<file path="config.mk">
export PLATFORM = sky130hd
export DESIGN_NAME = dff_load_arbiter
export DESIGN_NICKNAME = d
export VERILOG_FILES = /design/src/rtl/dff_arb_pkg.sv /design/src/rtl/dff_load_arbiter_rr_pick.sv /design/src/rtl/dff_load_arbiter.sv
export SDC_FILE = /design/constraint.sdc
export NUM_CORES = 1
export LEC_CHECK = 0
export CAP_MARGIN = 5
export CORE_MARGIN = 4
export CORE_UTILIZATION = 43
export CTS_BUF_LIST = sky130_fd_sc_hd__clkbuf_8
export DETAILED_ROUTE_END_ITERATION = 10
export PLACE_DENSITY = 0.84
export SYNTH_ARGS = -nofsm -noshare
export SYNTH_HDL_FRONTEND = slang
export SYNTH_SLANG_ARGS = --single-unit
</file>
<file path="constraint.sdc">
create_clock -name clk -period 3.8 [get_ports clk]
set_input_delay 0.38 -clock clk [delete_from_list [all_inputs] [get_ports clk]]
set_output_delay 0.38 -clock clk [all_outputs]
set_load 0.02 [all_outputs]
</file>
<file path="src/rtl/dff_arb_pkg.sv">
// rtl/dff_arb_pkg.sv - shared types, constants and helpers for the load arbiter
package dff_arb_pkg;

    typedef enum logic {
        ST_IDLE  = 1'b0,
        ST_GRANT = 1'b1
    } state_t;

    localparam int BURST_CNT_W = 8;

    // Index width for a vector of n entries, never narrower than one bit.
    function automatic int idx_w(input int n);
        return (n > 1) ? $clog2(n) : 1;
    endfunction

endpackage

</file>
<file path="src/rtl/dff_load_arbiter_rr_pick.sv">
// rtl/dff_load_arbiter_rr_pick.sv - combinational round-robin picker (module rr_pick)
module rr_pick
    import dff_arb_pkg::*;
#(
    parameter int N_REQ = 4,
    parameter int IW    = idx_w(N_REQ)
) (
    input  logic [N_REQ-1:0] req,
    input  logic [IW-1:0]    ptr,
    output logic             valid,
    output logic [IW-1:0]    winner
);

    // Scan from the farthest candidate back to ptr so the nearest requester at or after ptr wins.
    always_comb begin
        valid  = 1'b0;
        winner = '0;
        for (int k = N_REQ - 1; k >= 0; k--) begin
            if (req[(int'(ptr) + k) % N_REQ]) begin
                valid  = 1'b1;
                winner = IW'((int'(ptr) + k) % N_REQ);
            end
        end
    end

endmodule

</file>
<file path="src/rtl/dff_load_arbiter.sv">
// rtl/dff_load_arbiter.sv - round-robin owner of a shared register bank load path (optional burst lock: DFF_ARB_LOCK_EN)
module dff_load_arbiter
    import dff_arb_pkg::*;
#(
    parameter int N_REQ     = 4,
    parameter int DATA_W    = 8,
    parameter int MAX_BURST = 4,
    localparam int IW       = idx_w(N_REQ)
) (
    input  logic                      clk,
    input  logic                      rst,
    input  logic [N_REQ-1:0]          req,
    input  logic [N_REQ-1:0]          lock,
    input  logic [N_REQ*DATA_W-1:0]   req_data,
    output logic [N_REQ-1:0]          gnt,
    output logic                      reg_load,
    output logic [DATA_W-1:0]         reg_data,
    output logic [IW-1:0]             owner,
    output logic                      busy
);

    state_t                 state;
    state_t                 state_nx;
    logic [IW-1:0]          ptr;
    logic [IW-1:0]          ptr_nx;
    logic [IW-1:0]          owner_nx;
    logic [IW-1:0]          owner_inc;
    logic [IW-1:0]          pick_idx;
    logic                   pick_valid;
    logic                   stay;
    logic                   load_nx;
    logic                   busy_nx;
    logic [N_REQ-1:0]       gnt_nx;
    logic [DATA_W-1:0]      data_nx;
    logic [DATA_W-1:0]      pick_word;
    logic [DATA_W-1:0]      owner_word;
    logic [BURST_CNT_W-1:0] burst_cnt;
    logic [BURST_CNT_W-1:0] burst_nx;

    rr_pick #(
        .N_REQ (N_REQ),
        .IW    (IW)
    ) u_pick (
        .req    (req),
        .ptr    (ptr),
        .valid  (pick_valid),
        .winner (pick_idx)
    );

    assign pick_word  = req_data[int'(pick_idx) * DATA_W +: DATA_W];
    assign owner_word = req_data[int'(owner) * DATA_W +: DATA_W];
    assign owner_inc  = IW'((int'(owner) + 1) % N_REQ);

`ifdef DFF_ARB_LOCK_EN
    assign stay = lock[owner] && req[owner] && (burst_cnt < BURST_CNT_W'(MAX_BURST));
`else
    wire unused_lock = ^lock;
    assign stay = 1'b0;
`endif

    // Next-state and next-output decode; outputs are only ever taken from registers.
    always_comb begin
        state_nx = state;
        ptr_nx   = ptr;
        owner_nx = owner;
        gnt_nx   = gnt;
        load_nx  = reg_load;
        busy_nx  = busy;
        data_nx  = reg_data;
        burst_nx = burst_cnt;
        case (state)
            ST_IDLE: begin
                if (pick_valid) begin
                    state_nx = ST_GRANT;
                    owner_nx = pick_idx;
                    gnt_nx   = N_REQ'(1) << pick_idx;
                    load_nx  = 1'b1;
                    busy_nx  = 1'b1;
                    data_nx  = pick_word;
                    burst_nx = BURST_CNT_W'(1);
                end
            end
            ST_GRANT: begin
                if (stay) begin
                    data_nx  = owner_word;
                    burst_nx = (burst_cnt == '1) ? burst_cnt : burst_cnt + 1'b1;
                end else begin
                    state_nx = ST_IDLE;
                    gnt_nx   = '0;
                    load_nx  = 1'b0;
                    busy_nx  = 1'b0;
                    ptr_nx   = owner_inc;
                end
            end
            default: state_nx = ST_IDLE;
        endcase
    end

    // State and output registers; reset drops any pending load immediately.
    always_ff @(posedge clk or negedge rst) begin
        if (!rst) begin
            state     <= ST_IDLE;
            ptr       <= '0;
            owner     <= '0;
            gnt       <= '0;
            reg_load  <= 1'b0;
            busy      <= 1'b0;
            reg_data  <= '0;
            burst_cnt <= '0;
        end else begin
            state     <= state_nx;
            ptr       <= ptr_nx;
            owner     <= owner_nx;
            gnt       <= gnt_nx;
            reg_load  <= load_nx;
            busy      <= busy_nx;
            reg_data  <= data_nx;
            burst_cnt <= burst_nx;
        end
    end

endmodule

</file>
==> summary.md <==
| Metric | Value |
|---|---|
| Synth area leaders | dfrtp_1 (43%), mux2_4 (9.9%), nand3_1 (7.6%), o221a_1 (7.4%), o21ai_0 (4.3%) |
| Status | completed |
| Worst-path clk slew | approximately 0.070 ns |
| Worst reg2reg setup slack | ~1.7 ns |
| DRT met1 WL | 1290 um |
| CTS tree | yes |
| Number of synthesized flops with an enable pin | 0 |
| Multi-input gate area | about 570 um2 |
| Post-CTS Setup Repair Bufs | 0 |
| Rows | 17 |
| Iteration-0 DRC Markers | 36 |
| WP data required | about 4 ns |
| Dpl ws | 1.25 ns |
| Hold-fix buffer count after cts | 0 |
| Routed met3 length | 155 um |
| Synth top area share | 0.425 |
| Netlist Area Pre-Place | 1060 um2 |
| Count of input and output buffers | 53 |
| First-pass DRT Iterations | 4 |
| Metal2 WL | 1650 um |
| Most frequent cells after synthesis | dfrtp_1 (18), nand3_1 (16), o21ai_0 (9) |
| Clock latency on the worst-skew pair | 0.25 ns |
| Setup_tns | 0 ns |
| Critical path class | in2reg |
| Seq/Total Area, Yosys | 0.425 |
| Placer Congestion | approximately 0.84 |
| Sequential Area | 450 um2 |
| Initial Util | 0.466 |
| Fill count | around 170 |
| Pwr per Cell Area | 655 nW/um2 |
| Post-synth top area cell | dfrtp_1 |
| Vias in the first global route | approximately 1,200 |
| Syn Area/Cell | a little over 10 um2 |
| Max rail drop VDD | between 400 and 500 uV |
| RSZ-0062 raised after global routing | no |
| CTS Buf Count | 3 |
| DIE AREA | 3320 um2 |
| Dominant cell by count in the synthesized netlist | dfrtp_1 |
| Synth unique cells | 33 |
| Via Count | 1,075 |
| Max Buffers Root-to-Sink | 2 |
| Final hold viol count | 0 |
| CP startpoint kind | primary input |
| WP data arrival | roughly 2.5 ns |
| Routed Antenna Nets | 0 |
| P&R area growth vs syn | 55.1% |
| WHS | 0.530 ns |
| Global-route wire length before repair | between 5000 and 6000 um |
| Slew @ Worst Pin | 0.821 ns |
| Layout Nets | 198 |
| Post-Synthesis Cells | 104 |
| Final Cycle Share | 0.625 |
| DRC viols | 0 |
| Pin count of the biggest net entering global routing | 19 |
| H-tree depth | 1 |
| Routed vias/inst | 5.87 |
| Hold Crit Class | reg2reg |
| Clk_skew | 0.00230 ns |
| Slew HR | 0.450 |
| Top FF cell, synth | dfrtp_1 |
| Routed wire length | 3260 um |
| Synthesized Nets | roughly 150 |
| Static leakage | 0.666 nW |
| Top Metal Used | met4 |
| Sink Count | 18 |
| Final Worst Setup Slack | 1.43 ns |
| Yosys warns | 0 |
| Core area | 2280 um2 |
| Fmax | 421 MHz |
| Wire length per cell | 17.8 um |
| Initial antenna violation count | 0 |
| Total global routing track utilization | 0.210 |
| Number of synthesized register bits | 18 |
| Clock root buffer master | clkbuf_8 |
| CTS resizes | 0 |
| Endpoint class of the critical path | flip-flop |
| Fin crit period | 2.37 ns |
| Ys async rst share | 1.00 |
| Post-DP HPWL | 2510 um |
| Die Ht | 57.6 um |
| Die width | 57.6 um |
| Final Max Tran Viols | 0 |
| Final setup fails | 0 |
| Layout cells sized above 1 | 0.116 |
| Gr ovfl total | 0 |
| CP max FO | 8 |
| N_diodes | 0 |
| # IOs | 58 |
| Max-Cap Viols | 0 |
## layout make-up
type | count | area share
sequential | 18 | 0.274
tap | 28 | 0.0213
multi-input combinational | 78 | 0.344
inverter | 2 | 0.00457
timing repair buffer | 53 | 0.323
clock buffer | 4 | 0.0335
## cells by family after synthesis
kind of cell / share of synthesized area
AOI/OAI and AO/OA: 0.209
xor gates and xnor gates: 0.00827
buffers and inverters: 0.0413
DFF: 0.425
muxes: 0.119
and+or+nand+nor: 0.197
## metrics by stage
| step | cell area, um2 | utilization | power, mW | cells |
|---|---|---|---|---|
| global placement | 1590 | 0.698 | 0.901 | 179 |
| detailed placement | 1590 | 0.698 | 0.921 | 179 |
| CTS | 1640 | 0.722 | 1.08 | 183 |
| finish | 1640 | 0.722 | 1.08 | 183 |
| global route | 1640 | 0.722 | 1.14 | 183 |
| floorplan | 1060 | - | 0.690 | 104 |
## cell usage in the layout, fill, tap and decap left out, types with 2 or more instances in the layout
master and instances:
a22oi_1 2, nand2_1 5, nor2_1 7, clkbuf_8 4, nand2_2 2, mux2_4 7
clkdlybuf4s50_1 53, nand3_1 16, a21oi_1 5, dfrtp_1 18, o221a_1 7, o21ai_0 9
a21o_1 2
## path summary, 6_finish.rpt
check,end,cells past startpoint,start
worst max register to register,reg_data[6],5,ptr[1]
max in group asynchronous,ptr[0],1,rst
min in group asynchronous,reg_data[0],1,rst
worst min-delay path,ptr[0],1,owner[0]
worst max-delay path,reg_data[6],6,req[2]
worst min register to register,ptr[0],1,owner[0]
## sequential cells by signal, summed over array words and instances, names as in the netlist
name / cells
state: 1
busy: 1
reg_data: 8
gnt: 4
ptr: 2
owner: 2
## where the power goes
group          switching (mW)  internal, mW
registers              0.0677         0.270
logic                   0.287         0.294
clock network          0.0659        0.0921
total                   0.420         0.656
## routing by layer
layer | global-route usage | vias to the layer above
met4 | 0.132 | 0
met5 | 0 | -
met2 | 0.350 | 43
met1 | 0.252 | 523
li1 | - | 493
met3 | 0.0312 | 16
## worst max-delay path, stage by stage
cell	delay, ns
clkdlybuf4s50_1	0.61
nor4_2	0.14
or2_0	0.33
a31oi_1	0.66
nand3_1	0.21
o221a_1	0.18
Power figures use the tool's default switching activity.
